`src/rtl/fetch_queue.sv`:
```
// rtl/fetch_queue.sv - instruction fetch queue with credit-based request issue and redirect flush
//
// Purpose:
//   Issues sequential word-aligned fetch requests to instruction memory,
//   captures in-order responses into a small circular queue and presents the
//   head entry to the decode stage. A redirect flushes the queue, restarts
//   fetch at the new address and marks every in-flight response as stale.
//
// Ports:
//   clk             in   1   clock, all state updates on rising edge
//   reset           in   1   synchronous, active-low
//   imem_req_valid  out  1   fetch request valid
//   imem_req_addr   out  32  fetch address (word aligned)
//   imem_req_ready  in   1   memory accepts the request this cycle
//   imem_resp_valid in   1   in-order response valid
//   imem_resp_data  in   32  fetched instruction word
//   redirect_valid  in   1   control-flow change from a later stage
//   redirect_pc     in   32  new fetch address (low two bits ignored)
//   stall           in   1   decode holds, head is not consumed
//   inst_valid      out  1   head entry valid
//   inst            out  32  head instruction
//   inst_pc         out  32  address of head instruction

module fetch_queue #(
  parameter int          DEPTH    = 4,
  parameter logic [31:0] RESET_PC = 32'h0
) (
  input  logic        clk,
  input  logic        reset,
  output logic        imem_req_valid,
  output logic [31:0] imem_req_addr,
  input  logic        imem_req_ready,
  input  logic        imem_resp_valid,
  input  logic [31:0] imem_resp_data,
  input  logic        redirect_valid,
  input  logic [31:0] redirect_pc,
  input  logic        stall,
  output logic        inst_valid,
  output logic [31:0] inst,
  output logic [31:0] inst_pc
);

  localparam int PW = (DEPTH > 1) ? $clog2(DEPTH) : 1;
  localparam int CW = PW + 1;

  logic [31:0]   fetch_pc;
  logic [31:0]   resp_pc;
  logic [31:0]   q_pc   [DEPTH];
  logic [31:0]   q_inst [DEPTH];
  logic [PW-1:0] head;
  logic [PW-1:0] tail;
  logic [CW-1:0] count;
  logic [CW-1:0] outstanding;
  logic [CW-1:0] drop;

  logic          credit_ok;
  logic          req_fire;
  logic          resp_ok;
  logic          push;
  logic          discard;
  logic          pop;
  logic [31:0]   redirect_aligned;
  logic          unused_redirect_bits;

  // Queued entries plus in-flight requests never exceed DEPTH, so every
  // response that returns is guaranteed a free slot.
  assign credit_ok = ((CW+1)'(count) + (CW+1)'(outstanding)) < (CW+1)'(DEPTH);

  assign imem_req_valid = credit_ok && !redirect_valid;
  assign imem_req_addr  = fetch_pc;
  assign req_fire       = imem_req_valid && imem_req_ready;

  // A response with nothing outstanding is a protocol error and is ignored.
  assign resp_ok = imem_resp_valid && (outstanding != '0);

  // Responses in the redirect cycle are discarded regardless of drop.
  assign push    = resp_ok && !redirect_valid && (drop == '0);
  assign discard = resp_ok && !redirect_valid && (drop != '0);

  assign inst_valid = (count != '0);
  assign inst       = q_inst[head];
  assign inst_pc    = q_pc[head];

  assign pop = inst_valid && !stall && !redirect_valid;

  assign redirect_aligned     = {redirect_pc[31:2], 2'b00};
  assign unused_redirect_bits = ^redirect_pc[1:0];

  always_ff @(posedge clk) begin
    if (!reset) begin
      fetch_pc    <= RESET_PC;
      resp_pc     <= RESET_PC;
      head        <= '0;
      tail        <= '0;
      count       <= '0;
      outstanding <= '0;
      drop        <= '0;
    end else if (redirect_valid) begin
      fetch_pc <= redirect_aligned;
      resp_pc  <= redirect_aligned;
      tail     <= head;
      count    <= '0;
      // Every request still in flight after this cycle returns stale data,
      // so the drop count becomes exactly the remaining outstanding count.
      outstanding <= outstanding - CW'(resp_ok);
      drop        <= outstanding - CW'(resp_ok);
    end else begin
      if (req_fire) begin
        fetch_pc <= fetch_pc + 32'd4;
      end
      outstanding <= outstanding + CW'(req_fire) - CW'(resp_ok);
      if (discard) begin
        drop <= drop - CW'(1);
      end
      if (push) begin
        tail    <= tail + PW'(1);
        resp_pc <= resp_pc + 32'd4;
      end
      if (pop) begin
        head <= head + PW'(1);
      end
      count <= count + CW'(push) - CW'(pop);
    end
  end

  // Entry storage carries no reset; contents are only observed while the
  // corresponding slot is counted as valid.
  always_ff @(posedge clk) begin
    if (reset && push) begin
      q_pc[tail]   <= resp_pc;
      q_inst[tail] <= imem_resp_data;
    end
  end

endmodule

```
`config.mk`:
```
export PLATFORM = sky130hd
export DESIGN_NAME = fetch_queue
export DESIGN_NICKNAME = d
export VERILOG_FILES = /design/src/rtl/fetch_queue.sv
export SDC_FILE = /design/constraint.sdc
export NUM_CORES = 1
export LEC_CHECK = 0
export CAP_MARGIN = 20
export CORE_UTILIZATION = 58
export DETAILED_ROUTE_END_ITERATION = 12
export PLACE_DENSITY = 0.88
export SLEW_MARGIN = 25
export SYNTH_ARGS = -nofsm -noshare
export SYNTH_HDL_FRONTEND = slang
export SYNTH_SLANG_ARGS = --single-unit
```
`constraint.sdc`:
```
create_clock -name clk -period 9.9 [get_ports clk]
set_input_delay 2.97 -clock clk [delete_from_list [all_inputs] [get_ports clk]]
set_output_delay 2.97 -clock clk [all_outputs]
set_load 0.01 [all_outputs]
```
; Yosys cells after proc, flatten, opt, wreduce, memory -nomap -nowiden
; Memories as Yosys holds them, arrays and structs flattened. A register that Yosys moved wholly into a read port is not among the register bits.
; Index checks and enable logic that the tools add are counted.
[classes]
addsub = 11
order_cmp = 1
muxes = 15
bitwise_logic = 2
reduce_logical = 20
[ops]
columns = op, n
row1 = 32-bit two-way mux, 4
row2 = 32-bit by 3-bit adder with 32-bit output (second input constant), 2
row3 = 2-bit two-way mux, 6
row4 = 1-bit logical AND, 9
row5 = 3-bit two-way mux, 3
row6 = 3-bit nonzero test, 3
row7 = 3-bit by 1-bit subtractor with 3-bit output, 3
row8 = 3-bit by 1-bit adder with 3-bit output, 2
row9 = 2-bit nonzero test, 3
row10 = 2-bit by 1-bit adder with 2-bit output (second input constant), 2
row11 = 3-bit by 3-bit adder with 4-bit output, 1
row12 = 4-bit by 3-bit less-than comparator with 1-bit output (second input constant), 1
row13 = 3-bit zero test, 1
row14 = 3-bit by 1-bit subtractor with 3-bit output (second input constant), 1
row15 = 1-bit zero test, 2
row16 = 1-bit two-way mux, 2
row17 = 1-bit NOT, 2
row18 = 2-bit AND reduction, 1
row19 = 2-bit OR reduction, 1
[word_totals]
ff_bits = 77
ramBits = 256
in_bits = 70
out_inout_bits = 98
n_memories = 2
[mem_list]
columns = name, words, word_bits, read_ports, rd_ports_with_merged_regs, wr, line
row1 = q_inst, 4, 32, 1, 1, 1, 49  ; logic [31:0] q_inst [DEPTH];
row2 = q_pc, 4, 32, 1, 1, 1, 48  ; logic [31:0] q_pc [DEPTH];

; Logic depth before layout (Yosys ltp)
[depth]
depth_word = 7
ltp_mapped = 12
ltp_nobuf = 12

; Worst setup path before layout
; OpenSTA, ideal clock, no wires.
[synth_path]
kind = input-to-output
start = input redirect_valid
end = output imem_req_valid
arrival_time_ns = 3.818
required_time_ns = 6.930
slack_ns = 3.112
cell_stages = 4
path_cell_list = inv_1 > clkbuf_1 > clkbuf_1 > and3_1
[synth_via]
elab_chain_cells = 2
[synth_rtl]
columns = element, line
row1 = "start, declared", 35  ; input logic redirect_valid,
row2 = 1-bit zero test, 69  ; assign imem_req_valid = credit_ok && !redirect_valid;
row3 = 1-bit logical AND, 69
row4 = "end, declared", 30  ; output logic imem_req_valid,
; No other way between the ends.

; Final worst setup path
; Same ends and word-level chain as after synthesis.

==> results.py <==
metrics = {
    "cts": {
        "numClockSinks": 323,
        "cts_buffers": 31,
        "postCtsResizedCells": 0,
        "insertion_delay_ns": 0.54,
        "cts_hold_buf": 0,
        "cts_tree": "yes",
        "h-tree-depth": 1,
        "cts.path.max_buffers": 3,
        "post_cts_buffers": 0,
        "cts_root_buffer": "clkbuf_16",
        "clkTransAtPathRegs_ns": 0.06,
    },
    "critical_path": {
        "critical_path.slowest_cell": "clkdlybuf4s50_1",
        "cp_common_cell": "clkdlybuf4s50_1",
        "crit_fanout": 24,
        "cp-end-kind": "output port",
        "crit_arrival_ns": 4.76,
        "cp_data_required_time_ns": 6.93,
        "path_cells": "clkdlybuf4s50_1 > inv_2 > and3_1 > clkdlybuf4s50_1",
        "path_class": "input pin to output port",
        "rr_worst_depth": 12,
        "cpPeakStageDelay_ns": 0.88,
        "r2r_setup_slack_ns": 6.48,
        "rr_startpoint": "outstanding[2]",
        "timing.rr.end": "outstanding[2]",
        "crit_path_start_kind": "input pin",
    },
    "sta": {
        "min_period_over_period_pct": 78.1,
        "setup_tns_ns": 0,
        "rsz0062_at_grt": "no",
        "setup-violations-final": 0,
        "max_freq_ghz": 0.129,
        "timing.hold.ws_ns": 0.521,
        "slew_headroom_pct": 31.8,
        "finalHoldViolCount": 0,
        "period_needed_ns": 7.73,
        "tightest_slew_ns": 1.02,
        "slew_violations": 0,
        "fin_worst_skew_ns": 0.0162,
    },
    "route": {
        "vias": 7813,
        "drc_errors": 30,
        "drt_pass1_iterations": 9,
        "drtIter0Drc": 648,
        "viasPerCell": 6.02,
        "drt_wl_total_um": 27200,
        "ant_nets": 0,
        "wire_per_inst_um": 21.0,
    },
    "power_and_ir_drop": {
        "p_comb_share_pct": 10.6,
        "p_sw_uw": 714,
        "irDropWorstVdd_mv": 0.130,
        "seqPwrFrac_pct": 50.4,
        "intPower_uw": 2400,
        "power_density_nw_per_um2": 195,
        "p_leak_uw": 0.00511,
        "switching_share_pct": 22.9,
        "clkPwrFrac_pct": 39.0,
    },
    "synthesis": {
        "netlist_instances": 831,
        "syn_avg_cell_area_um2": 15.7,
        "ys_seq_elements": 323,
        "ys.flop_type": "edfxtp_1",
        "ys_seq_area_share_pct": 68.5,
        "syn-cell-area_um2": 13100,
        "yosys_warnings": 0,
        "synth_edf_count": 248,
        "synth-async-reset-ratio_pct": 0,
        "synth_cell_type_count": 51,
    },
    "placed_design": {
        "dp_hpwl_um": 17100,
        "portBuffers": 161,
        "routabilityCongestion": 0.902,
    },
    "min_path": {
        "hp-class": "flip-flop to flip-flop",
        "worst_hold_startpoint": "head[0]",
        "hold_end": "tail[0]",
        "holdPathStages": 2,
    },
    "grt": {
        "grtUsageTotal_pct": 24.0,
        "grt_antenna_before_repair": 0,
        "grt_overflow_total": 0,
        "grt_pass1_vias": 7770,
        "grt_max_degree": 95,
        "grt_pass1_wl_um": 43300,
    },
    "floorplan": {
        "io-pin-count": 168,
        "start_util_pct": 59.5,
        "die_w_um": 152,
        "die-area_um2": 23100,
        "rows": 54,
        "fp.dieH_um": 152,
        "core_area_um2": 22000,
    },
    "layout": {
        "syn2layout_area_growth_pct": 22.1,
        "drive_above_1_share_pct": 13.5,
        "diodes": 0,
        "final_nets": 1081,
    },
    "outcome": {
        "failed_checks": "design-rule violations",
        "status": "finished, violations left",
    },
    "job": {
        "cap_violations": 0,
    },
}
==> power by group through the flow <==
stage / combinational, uW / sequential [uW] / clock [uW]
after global routing: 362 / 1570 / 1280
after global placement: 316 / 1590 / 0
final: 329 / 1570 / 1210
after detailed placement: 326 / 1600 / 0
after floorplan: 197 / 1580 / 0
after CTS: 329 / 1570 / 1230
==> sequential cells by signal, summed over array words and instances, names as in the netlist, named ones only <==
register / count
count: 3
drop: 3
head: 2
imem_req_addr: 30
outstanding: 3
q_inst: 128
q_pc: 120
resp_pc: 30
tail: 2
==> per-stage QoR <==
| step | util (%) | total power, uW | setup slack (ns) | area (um^2) | std cells |
|---|---|---|---|---|---|
| 3_5_place_dp | 67.8 | 1920 | 2.18 | 14900 | 1240 |
| 6_report | 72.7 | 3110 | 2.17 | 16000 | 1297 |
| 5_1_grt | 72.7 | 3220 | 2.08 | 16000 | 1297 |
| 4_1_cts | 72.6 | 3130 | 2.17 | 16000 | 1297 |
| 2_1_floorplan | - | 1780 | 3.11 | 13100 | 834 |
| 3_3_place_gp | 67.8 | 1910 | 2.21 | 14900 | 1240 |
==> kinds of logic (layout without fill, tap and decap cells) <==
group	Yosys count	in the layout	share of synthesized area (%)
flip-flops	323	323	68.5
AND/OR/NAND/NOR	188	188	7.54
AO/OA/AOI/OAI	111	111	4.80
buffers and inverters	65	248	2.41
XOR/XNOR	63	63	4.22
multiplexers	62	62	10.7
adder cells (fa/ha/maj)	18	18	1.84
other	1	4	0.0287
==> final cells by class <==
| cell class | count | area [um^2] |
|---|---|---|
| Tap cell | 280 | 350 |
| Clock inverter | 19 | 219 |
| Timing Repair Buffer | 169 | 1670 |
| Fill cell | 1334 | 6000 |
| Multi-Input combinational cell | 446 | 3830 |
| Clock buffer | 38 | 855 |
| Sequential cell | 323 | 8950 |
| Inverter | 22 | 82.6 |
==> metal layers <==
layer | GRT usage [%] | wire (um) | vias up
met1 | 33.5 | 11400 | 3877
met5 | 0 | 0 | -
met3 | 3.96 | 2010 | 48
met4 | 5.25 | 432 | 0
met2 | 40.2 | 13400 | 341
li1 | - | - | 3547
==> worst max path at each step <==
stage          slack, ns           start  depth (start not counted)              to
6_report            2.17  redirect_valid                          4  imem_req_valid
5_1_grt             2.08  redirect_valid                          4  imem_req_valid
4_1_cts             2.17  redirect_valid                          4  imem_req_valid
3_5_place_dp        2.18  redirect_valid                          4  imem_req_valid
3_3_place_gp        2.21  redirect_valid                          4  imem_req_valid
2_1_floorplan       3.11  redirect_valid                          4  imem_req_valid
==> cell usage after synthesis (all sizes together), types with 4 or more instances <==
library cell	number	share of area [%]
edfxtp	248	57
dfxtp	75	11
mux4	62	11
a21oi	54	2.1
nand2	53	1.5
xnor2	51	3.4
o21ai	33	1.3
clkbuf	28	0.96
nor3	25	0.96
nand3	23	0.88
inv	22	0.63
and3	16	0.78
ha	16	1.5
nor2	16	0.46
nor4	15	0.72
nand4	14	0.67
buf	13	0.50
xor2	12	0.80
and4	6	0.41
or4	5	0.32
or3	4	0.19
==> worst max-delay path: cells and delay by family <==
kind,cells,cell delay (ns)
buffers and inverters,3,1.61
and+or+nand+nor,1,0.18
==> layout by cell type (no fill, tap or decap), drive strengths merged, types with 24 or more instances in the layout <==
master         count
edfxtp           248
nor3              25
nand2             53
o21ai             33
a21oi             54
xnor2             51
inv               24
clkdlybuf4s50    161
clkbuf            38
mux4              62
dfxtp             75
No activity file was read; power rests on OpenSTA's default activity.
